[src/rtl/store_rmw_ctrl_pkg.sv]
`default_nettype none
// ============================================================================
//  Module      : store_rmw_ctrl_pkg
//  Description : Store-op and store-sequencer state encodings shared by the
//                store controller, the merge unit and the main control unit.
//  Revision    : 1.0 - initial release
// ============================================================================
package store_rmw_ctrl_pkg;

    typedef enum logic [1:0] {
        OP_NOP = 2'b00,
        OP_SW  = 2'b01,
        OP_SH  = 2'b10,
        OP_SB  = 2'b11
    } store_op_e;

    typedef enum logic [1:0] {
        ST_IDLE  = 2'b00,
        ST_READ  = 2'b01,
        ST_WRITE = 2'b10,
        ST_DONE  = 2'b11
    } store_state_e;

endpackage : store_rmw_ctrl_pkg
`default_nettype wire

[src/rtl/store_rmw_ctrl_store_merge.sv]
`default_nettype none
// ============================================================================
//  Module      : store_merge
//  Description : Merges the low half/byte of B into a memory word (SH/SB);
//                SW and NOP pass B through unchanged.
//  Revision    : 1.0 - initial release
// ============================================================================
module store_merge
    import store_rmw_ctrl_pkg::*;
(
    input  store_op_e   i_op,
    input  logic [31:0] i_mem_word,
    input  logic [31:0] i_b,
    output logic [31:0] o_merged
);

    always_comb begin
        o_merged = i_b;
        case (i_op)
            OP_SH:   o_merged = {i_mem_word[31:16], i_b[15:0]};
            OP_SB:   o_merged = {i_mem_word[31:8],  i_b[7:0]};
            default: o_merged = i_b;
        endcase
    end

endmodule : store_merge
`default_nettype wire

[src/rtl/store_rmw_ctrl.sv]
`default_nettype none
// ============================================================================
//  Module      : store_rmw_ctrl
//  Description : SW/SH/SB store sequencer for the multicycle datapath. SW is a
//                direct write; SH/SB read the word, merge, then write back.
//  Revision    : 1.0 - initial release
// ============================================================================
module store_rmw_ctrl
    import store_rmw_ctrl_pkg::*;
#(
    parameter int MEM_LAT = 1
) (
    input  logic        clk,
    input  logic        reset,
    input  logic        start,
    input  logic [1:0]  store_op,
    input  logic [31:0] addr_in,
    input  logic [31:0] b_in,
    input  logic [31:0] mem_rdata,
    output logic [31:0] mem_addr,
    output logic        mem_wr,
    output logic [31:0] mem_wdata,
    output logic [31:0] mem_reg_q,
    output logic        busy,
    output logic        done
);

    localparam int               c_CNT_W    = (MEM_LAT < 1) ? 1 : $clog2(MEM_LAT + 1);
    localparam logic [c_CNT_W-1:0] c_LAT_LOAD = c_CNT_W'(MEM_LAT);

    store_state_e       r_state;
    store_op_e          r_op;
    logic [31:0]        r_b;
    logic [c_CNT_W-1:0] r_cnt;
    logic [31:0]        r_mem_addr;
    logic [31:0]        r_mem_wdata;
    logic [31:0]        r_mem_reg_q;
    logic [31:0]        w_merged;

    store_merge u_store_merge (
        .i_op       (r_op),
        .i_mem_word (mem_rdata),
        .i_b        (r_b),
        .o_merged   (w_merged)
    );

    always_ff @(posedge clk) begin
        if (reset) begin
            r_state     <= ST_IDLE;
            r_op        <= OP_NOP;
            r_b         <= '0;
            r_cnt       <= '0;
            r_mem_addr  <= '0;
            r_mem_wdata <= '0;
            r_mem_reg_q <= '0;
        end else begin
            case (r_state)
                ST_IDLE: begin
                    if (start) begin
                        r_op       <= store_op_e'(store_op);
                        r_b        <= b_in;
                        r_mem_addr <= addr_in;
                        case (store_op_e'(store_op))
                            OP_SW: begin
                                r_mem_wdata <= b_in;
                                r_state     <= ST_WRITE;
                            end
                            OP_SH, OP_SB: begin
                                r_cnt   <= c_LAT_LOAD;
                                r_state <= ST_READ;
                            end
                            default: r_state <= ST_DONE;
                        endcase
                    end
                end
                ST_READ: begin
                    // mem_rdata is valid only in the last READ cycle (counter at zero)
                    if (r_cnt == '0) begin
                        r_mem_reg_q <= mem_rdata;
                        r_mem_wdata <= w_merged;
                        r_state     <= ST_WRITE;
                    end else begin
                        r_cnt <= r_cnt - c_CNT_W'(1);
                    end
                end
                ST_WRITE: r_state <= ST_DONE;
                default:  r_state <= ST_IDLE;
            endcase
        end
    end

    // Gating with reset suppresses a write or done pulse in the cycle reset lands
    assign mem_wr    = (r_state == ST_WRITE) && !reset;
    assign done      = (r_state == ST_DONE)  && !reset;
    assign busy      = (r_state != ST_IDLE);
    assign mem_addr  = r_mem_addr;
    assign mem_wdata = r_mem_wdata;
    assign mem_reg_q = r_mem_reg_q;

endmodule : store_rmw_ctrl
`default_nettype wire

[config.mk]
export PLATFORM = sky130hd
export DESIGN_NAME = store_rmw_ctrl
export DESIGN_NICKNAME = d
export VERILOG_FILES = /design/src/rtl/store_rmw_ctrl_pkg.sv /design/src/rtl/store_rmw_ctrl_store_merge.sv /design/src/rtl/store_rmw_ctrl.sv
export SDC_FILE = /design/constraint.sdc
export NUM_CORES = 1
export LEC_CHECK = 0
export ABC_AREA = 0
export CORE_ASPECT_RATIO = 0.75
export CORE_MARGIN = 2
export CORE_UTILIZATION = 30
export CTS_BUF_LIST = sky130_fd_sc_hd__clkbuf_4 sky130_fd_sc_hd__clkbuf_8 sky130_fd_sc_hd__clkbuf_16
export CTS_CLUSTER_DIAMETER = 80
export DETAILED_ROUTE_END_ITERATION = 16
export GPL_ROUTABILITY_DRIVEN = 0
export PLACE_DENSITY = 0.62
export SYNTH_ARGS = -nofsm -noshare
export SYNTH_HDL_FRONTEND = slang
export SYNTH_SLANG_ARGS = --single-unit
export TNS_END_PERCENT = 20
[constraint.sdc]
create_clock -name clk -period 2 [get_ports clk]
set_input_delay 0.2 -clock clk [delete_from_list [all_inputs] [get_ports clk]]
set_output_delay 0.2 -clock clk [all_outputs]
set_load 0.01 [all_outputs]
==> impl_metrics.ini, run 1 <==
[run_status]
outcome = completed

[yosys]
yosysWarnings = 0
synth_fa_ha_area_share_pct = 1.32
avgSynthCellArea_um2 = 8.42
ys_types = 29
synthSimpleGateAreaFrac_pct = 20.6
synth_compound_area_share_pct = 15.5
postSynthCellCount = 676
synth-seq-cells = 133
synth-xor-area-share_pct = 0
synth_top_family_by_area = simple AND/OR/NAND/NOR gates
syn_area_um2 = 5690
synthMuxAreaShare_pct = 10.4
seq_area_frac_synth_pct = 46.8
synth_nets = 783

[grt]
gr-total-overflow = 0
track_usage_pct = 16.7
grt_max_degree = 103
grt_pass1_vias = 4939
grt_pass1_wl_mm = 26.0
antenna_found_initial = 0

[sta]
finalCriticalPeriod_ps = 1920
period_share_pct = 95.9
maxSlewHeadroom_pct = 68.9
hold_ws_ps = 128
clock_skew_ps = 5.90
rsz0062_at_grt = false
fmax_ghz = 0.521
slew_viol_final = 0
setup_viol = 0
tns_ps = 0
final-hold-violation-count = 0
tightest_slew_ps = 466

[layout]
multi_input_area_um2 = 2730
drive_above_1_share_pct = 8.55
nets = 962
antennaDiodeCount = 0
synthToLayoutAreaGrowth_pct = 49.2
layout_commonest_cell = clkdlybuf4s50_1
nFillCells = 1800
final_util_pct = 45.8
regArea_um2 = 2670
final_cell_area_um2 = 8500
final_cell_mix = 197 x clkdlybuf4s50_1, 196 x nand2_1, 131 x dfxtp_1

[clock_tree]
postCtsSetupBuffers = 0
root_buffer = clkbuf_16
cts_buffers = 17
htreeDepth = 4
clk_pin_slew_ps = 60
clock_path_buffers = 2
clock_sinks = 133
insertion_delay_ps = 420
cts_tree = done
ctsHoldBuffers = 0

[pwr]
power_density_nw_per_um2 = 1330
seqPwrFrac_pct = 32.3
p_leak_nw = 3.19
p_clk_share_pct = 27.6
combPwrFrac_pct = 40.1
max-vdd-ir-drop_v = 0.000646
swShare_pct = 33.7
power_switching_mw = 3.81
p_int_mw = 7.49

[setup_path]
path_buf_inv = 2
crit_path_cell_trace = inv_1 > ha_1 > nor2b_1 > clkdlybuf4s50_1
reg2reg_from = r_state[1]
regToRegEndpoint = mem_wdata[1]
worst_path_max_delay_cell = clkdlybuf4s50_1
reg2regPathDepth = 6
path_class = flip-flop to output port
arrival_ps = 1720
cpLargestDelayFamily = buffers and inverters
critPathMaxStageDelay_ps = 560
crit_required_ps = 1800
crit_fanout = 6
endpoint_kind = output port
rrSetupSlack_ps = 160
cp-start-kind = flip-flop

[routing]
drt-total-wl_mm = 16.5
drc = 0
wl_per_cell_um = 14.9
first_iter_violations = 331
ant_nets = 0
via_per_inst = 4.58
drt_pass1_iterations = 4
vias = 5097

[hold_path]
min_path_cells = 2
hold_path_startpoint = reset
hold_path_end = mem_addr[28]
hp-class = input pin to flip-flop

[job]
maxCapViolCount = 0

[floorplanning]
ios = 200
die_x_um = 163
core_area_um2 = 18600
num_rows = 43
die_h_um = 123
dieArea_um2 = 20100
initial_utilization_pct = 30.7

[place]
dp_hpwl_mm = 11.0
place_area_um2 = 7900
numPortBuffers = 199
[layer usage]
layer  wire length (um)  vias to the layer above  track usage [%]
met3               1030                       16             4.46
met1               8130                     2338             22.8
li1                   -                     2602                -
met5                  0                        -                0
met4                167                        0             5.42
met2               7210                      141             25.6
[how the worst max path moves through the flow]
stage / end / cells past startpoint / startpoint / slack, ps
after floorplan: mem_wdata[2] / 7 / r_state[1] / 230
after global placement: mem_wdata[25] / 6 / r_state[0] / 140
after detailed placement: mem_wdata[21] / 6 / r_state[0] / 80
after CTS: mem_wr / 4 / r_state[0] / 50
after global routing: mem_wr / 4 / r_state[0] / 7
final: mem_wr / 4 / r_state[0] / 80
[through the flow]
| stage | cells | total power, mW | setup slack, ps |
|---|---|---|---|
| global route | 1113 | 12.0 | 6.59 |
| global placement | 1083 | 8.23 | 143 |
| CTS | 1113 | 11.4 | 50.5 |
| detailed placement | 1083 | 8.28 | 82.1 |
| floorplan | 676 | 6.34 | 234 |
| finish | 1113 | 11.3 | 81.5 |
[synth_stat cells]
cell type / number / area [um2]
mux2i_1: 48 / 480
a311oi_1: 2 / 17.5
dfxtp_1: 133 / 2660
a21oi_1: 100 / 500
or2_4: 1 / 8.76
mux2_4: 6 / 90.1
nand3_1: 8 / 40.0
buf_4: 2 / 15.0
a31oi_1: 1 / 6.26
buf_2: 24 / 120
inv_1: 5 / 18.8
nand2_2: 1 / 6.26
and2_1: 1 / 6.26
clkbuf_1: 25 / 93.8
o31a_1: 1 / 8.76
a21bo_2: 8 / 80.1
nand2b_1: 28 / 175
buf_8: 1 / 15.0
a211o_1: 16 / 140
nor2b_1: 12 / 75.1
mux2_2: 2 / 22.5
o2111a_1: 1 / 11.3
nand2_1: 197 / 739
a311o_1: 8 / 80.1
nor2_1: 33 / 124
o21ba_2: 1 / 10.0
ha_1: 6 / 75.1
buf_6: 4 / 45.0
o2111ai_4: 1 / 26.3
[sequential cells by signal, summed over array words and instances, names as in the netlist]
| signal | cells |
|---|---|
| mem_addr | 32 |
| mem_reg_q | 32 |
| mem_wdata | 32 |
| r_b | 32 |
| r_cnt | 1 |
| r_op | 2 |
| r_state | 2 |
[cell families (layout without fill, tap and decap cells)]
logic type	after synthesis	count (layout)
compound gates	139	139
mux	56	56
buf+inv	61	251
flops	133	133
fa+ha+maj	6	6
simple gates	281	281
[power by group through the flow]
stage          combinational [mW]  clock [mW]  sequential [mW]
4_1_cts                      4.60        3.19             3.65
2_1_floorplan                2.48           0             3.86
3_3_place_gp                 4.55           0             3.69
3_5_place_dp                 4.59           0             3.69
5_1_grt                      4.96        3.33             3.72
6_report                     4.53        3.11             3.65
[cell type report]
cell class	instances	share of cell area, %
repair buffers	216	25.7
multi-input cells	482	32.2
well taps	247	3.64
clock inverters	8	1.18
clock buffers	22	5.74
inverters	5	0.221
flip-flops and latches	133	31.4
[repair_timing]
item	CTS	global route
hold endpoints to repair	0	0
gates resized for setup	2	1
pin swaps	0	0
setup endpoints to repair	2	11
Note: power is estimated with default switching activity, not from simulation.
==> run 2, diff against run 1 <==
--- a/config.mk
+++ b/config.mk
@@ -7,14 +7,13 @@
 export LEC_CHECK = 0
 export ABC_AREA = 0
 export CORE_ASPECT_RATIO = 0.75
-export CORE_MARGIN = 2
-export CORE_UTILIZATION = 30
+export CORE_MARGIN = 4
+export CORE_UTILIZATION = 45
 export CTS_BUF_LIST = sky130_fd_sc_hd__clkbuf_4 sky130_fd_sc_hd__clkbuf_8 sky130_fd_sc_hd__clkbuf_16
 export CTS_CLUSTER_DIAMETER = 80
 export DETAILED_ROUTE_END_ITERATION = 16
 export GPL_ROUTABILITY_DRIVEN = 0
-export PLACE_DENSITY = 0.62
+export PLACE_DENSITY = 0.85
 export SYNTH_ARGS = -nofsm -noshare
 export SYNTH_HDL_FRONTEND = slang
 export SYNTH_SLANG_ARGS = --single-unit
-export TNS_END_PERCENT = 20
==> run 2 against run 1 <==
  * Register-to-register slack is essentially flat
  * First-iteration DRC count down 18%
  * Combinational power about the same
  * Critical path depth unchanged
  * Die area down 28%
  * Non-clock buffer count did not move
  * Setup slack improved by 65 ps
  * Clock skew rose by 1.6 ps
  * Clock-buffer cell count down 2
  * Sequential share of layout area down 0.083 points
  * Highest routed layer unchanged
==> impl_metrics.ini, run 2 (synthesis results as in run 1) <==
[layout]
fin_cells = 1034
antennaDiodeCount = 0
drive_above_1_share_pct = 8.76
final_util_pct = 69.0
synthToLayoutAreaGrowth_pct = 49.6
final_cell_mix = 196 x nand2_1, 196 x clkdlybuf4s50_1, 131 x dfxtp_1
nets = 962

[routing]
vias = 5219
drt_pass1_iterations = 5
drt-total-wl_mm = 15.5
wl_per_cell_um = 15.0
via_per_inst = 5.05
ant_nets = 0
first_iter_violations = 273
drc = 0

[place]
pre_cts_slack_ps = 130
dp.cells = 1002
dp_hpwl_mm = 10.7
numPortBuffers = 199

[sta]
slew_viol_final = 0
final-hold-violation-count = 0
setup_viol = 0
final.setup.worst_slack_ps = 147
maxSlewHeadroom_pct = 56.9
tightest_slew_ps = 646
clock_skew_ps = 7.47
period_share_pct = 92.7
rsz0062_at_grt = false
hold_ws_ps = 343
fmax_ghz = 0.540
finalCriticalPeriod_ps = 1850
tns_ps = 0

[run_status]
outcome = completed

[hold_path]
hp-class = input pin to flip-flop

[grt]
grt_pass1_vias = 5029
antenna_found_initial = 0
grt_pass1_wl_mm = 24.6
grt_max_degree = 98
track_usage_pct = 21.1
gr-total-overflow = 0

[floorplanning]
ios = 200
core_area_um2 = 12300
initial_utilization_pct = 46.1
dieArea_um2 = 14500
num_rows = 35
die_h_um = 105
die_x_um = 138

[setup_path]
cp-start-kind = flip-flop
endpoint_kind = output port
crit_required_ps = 1800
crit_fanout = 5
arrival_ps = 1650
path_class = flip-flop to output port

[pwr]
max-vdd-ir-drop_v = 0.000906
combPwrFrac_pct = 38.0
power_switching_mw = 3.76
p_int_mw = 8.10
power_density_nw_per_um2 = 1390
seqPwrFrac_pct = 30.8
p_clk_share_pct = 31.2
p_leak_nw = 3.28
swShare_pct = 31.7

[clock_tree]
cts_tree = done
clock_path_buffers = 2
clock_sinks = 133
cts_buffers = 17
postCtsSetupBuffers = 0
root_buffer = clkbuf_16
insertion_delay_ps = 400
clk_pin_slew_ps = 60
htreeDepth = 4

[job]
maxCapViolCount = 0
[run 2: area by class of cell]
type,instances,area (um2)
fill,1012,3830
multi-input combinational,482,2730
sequential,133,2670
tap,166,208
timing repair buffer,216,2180
clock inverter,12,249
inverter,5,18.8
clock buffer,20,460
[run 2: metrics by stage]
stage	total power, mW	instance area (um2)
floorplan	6.34	5690
global placement	8.12	7800
detailed placement	8.22	7800
CTS	12.0	8510
global route	12.5	8520
finish	11.9	8520
[run 2: critical path, stage by stage, from the launching register on]
cell and delay [ps]:
dfxtp_1 390, ha_1 170, inv_1 50, nor2_1 90
clkdlybuf4s50_1 560
[run 2: power groups by stage]
stage          registers (mW)  clock network (mW)  logic [mW]
2_1_floorplan            3.86                   0        2.48
3_3_place_gp             3.67                   0        4.45
3_5_place_dp             3.70                   0        4.53
4_1_cts                  3.65                3.75        4.56
5_1_grt                  3.73                3.86        4.92
6_report                 3.65                3.70        4.51
[run 2: final timing paths]
check,to,start,cells past startpoint,slack [ps]
max,done,r_state[1],4,150
min,r_b[4],reset,3,340
max reg2reg,mem_wdata[11],r_state[1],7,150
min reg2reg,r_b[10],r_b[10],2,450
[run 2: metal layers]
layer	up-vias	track usage [%]	routed length [um]
li1	2598	-	-
met1	2418	27.2	6670
met2	184	34.5	7270
met3	19	6.11	1370
met4	0	5.71	202
met5	-	0	0
[run 2: timing repair]
action,in CTS,in global routing
gates resized for setup,2,2
hold buffers,0,0
setup endpoints to repair,2,2
==> run 3, diff against run 2 <==
==> constraint.sdc (replaced) <==
create_clock -name clk -period 2.3 [get_ports clk]
set_input_delay 0.23 -clock clk [delete_from_list [all_inputs] [get_ports clk]]
set_output_delay 0.23 -clock clk [all_outputs]
set_load 0.01 [all_outputs]
==> run 3 against run 2 <==
  * Setup slack better by 64 ps
  * First-iteration DRC count down 16%
  * Non-clock buffer count is 2 lower
  * Utilization is 1.5 points lower
  * Routed wire length is 2.5% higher
  * Final cell count decreased by 0.29%
  * Flip-flop and latch count unchanged
  * Via count decreased by 0.88%
  * Critical path type unchanged
==> impl_metrics.ini, run 3 (synthesis results as in run 1) <==
[run_status]
outcome = completed

[layout]
regArea_um2 = 2660
nFillCells = 1032
multi_input_area_um2 = 2730
antennaDiodeCount = 0
drive_above_1_share_pct = 8.32
synthToLayoutAreaGrowth_pct = 46.4
layout_commonest_cell = clkdlybuf4s50_1
nets = 960
final_cell_mix = 198 x clkdlybuf4s50_1, 196 x nand2_1, 132 x dfxtp_1
final_cell_area_um2 = 8330
final_util_pct = 67.5

[setup_path]
endpoint_kind = output port
cp-start-kind = flip-flop
crit_required_ps = 2070
crit_fanout = 6
arrival_ps = 1860
path_class = flip-flop to output port

[sta]
tns_ps = 0
fmax_ghz = 0.479
finalCriticalPeriod_ps = 2090
slew_viol_final = 0
period_share_pct = 90.8
clock_skew_ps = 10.6
maxSlewHeadroom_pct = 59.3
tightest_slew_ps = 609
final.setup.worst_slack_ps = 211
final-hold-violation-count = 0
setup_viol = 0
rsz0062_at_grt = false

[floorplanning]
die_h_um = 105
initial_utilization_pct = 46.1
dieArea_um2 = 14500
core_area_um2 = 12300
num_rows = 35
ios = 200
die_x_um = 138

[pwr]
power_density_nw_per_um2 = 1160
max-vdd-ir-drop_v = 0.000790
finalPower_mw = 9.66
p_leak_nw = 3.18

[clock_tree]
clk_pin_slew_ps = 50
ctsHoldBuffers = 0
clock_sinks = 133
htreeDepth = 4
post_cts_resized = 0
cts_tree = done
postCtsSetupBuffers = 0
cts_buffers = 17
insertion_delay_ps = 400
root_buffer = clkbuf_16
clock_path_buffers = 2

[place]
numPortBuffers = 199
pre_cts_slack_ps = 256
dp_hpwl_mm = 10.9
place_area_um2 = 7750

[grt]
antenna_found_initial = 0
track_usage_pct = 21.4
gr-total-overflow = 0
grt_pass1_wl_mm = 25.0
grt_pass1_vias = 4954
grt_max_degree = 61

[routing]
drt_pass1_iterations = 4
ant_nets = 0
wl_per_cell_um = 15.4
first_iter_violations = 228
drt-total-wl_mm = 15.9
via_per_inst = 5.02
drc = 0
vias = 5173

[job]
maxCapViolCount = 0

[hold_path]
hp-class = input pin to flip-flop
-- run 3: critical path: stages (launching register included) --
cell and delay (ps):
dfxtp_1 420, inv_1 120, ha_1 270, inv_1 100
clkdlybuf4s50_1 560
-- run 3: path summary, 6_finish.rpt --
path	startpoint	end	slack [ps]	cells past startpoint
setup reg to reg	r_state[0]	mem_wdata[29]	250	6
setup / recovery	r_state[0]	busy	210	4
hold / removal	reset	r_op[1]	360	3
hold reg to reg	r_b[8]	r_b[8]	450	2
-- run 3: layout make-up --
cell class | instances | share of cell area (%)
clock buffers | 22 | 5.78
flip-flops and latches | 133 | 32.0
inverters | 5 | 0.225
multi-input cells | 482 | 32.8
well taps | 166 | 2.49
clock inverters | 9 | 1.23
repair buffers | 214 | 25.5
-- run 3: power breakdown --
group | total, mW | leakage, nW | internal (mW) | switching (mW)
Combinational | 3.81 | 1.80 | 1.89 | 1.92
Clock | 2.65 | 0.285 | 1.69 | 0.956
Sequential | 3.20 | 1.09 | 2.86 | 0.338
-- run 3: through the flow --
| stage | hold WS, ps | std cells |
|---|---|---|
| after floorplan | 366 | 676 |
| after global placement | 436 | 1000 |
| after detailed placement | 443 | 1000 |
| after CTS | 341 | 1031 |
| after global routing | 363 | 1031 |
| final | 360 | 1031 |
-- run 3: layer usage --
| layer | GRT usage (%) | routed length (um) | vias up |
|---|---|---|---|
| met5 | 0 | 0 | - |
| met4 | 4.87 | 144 | 0 |
| met3 | 6.39 | 1260 | 14 |
| met2 | 34.1 | 7400 | 173 |
| met1 | 28.6 | 7090 | 2395 |
| li1 | - | - | 2591 |
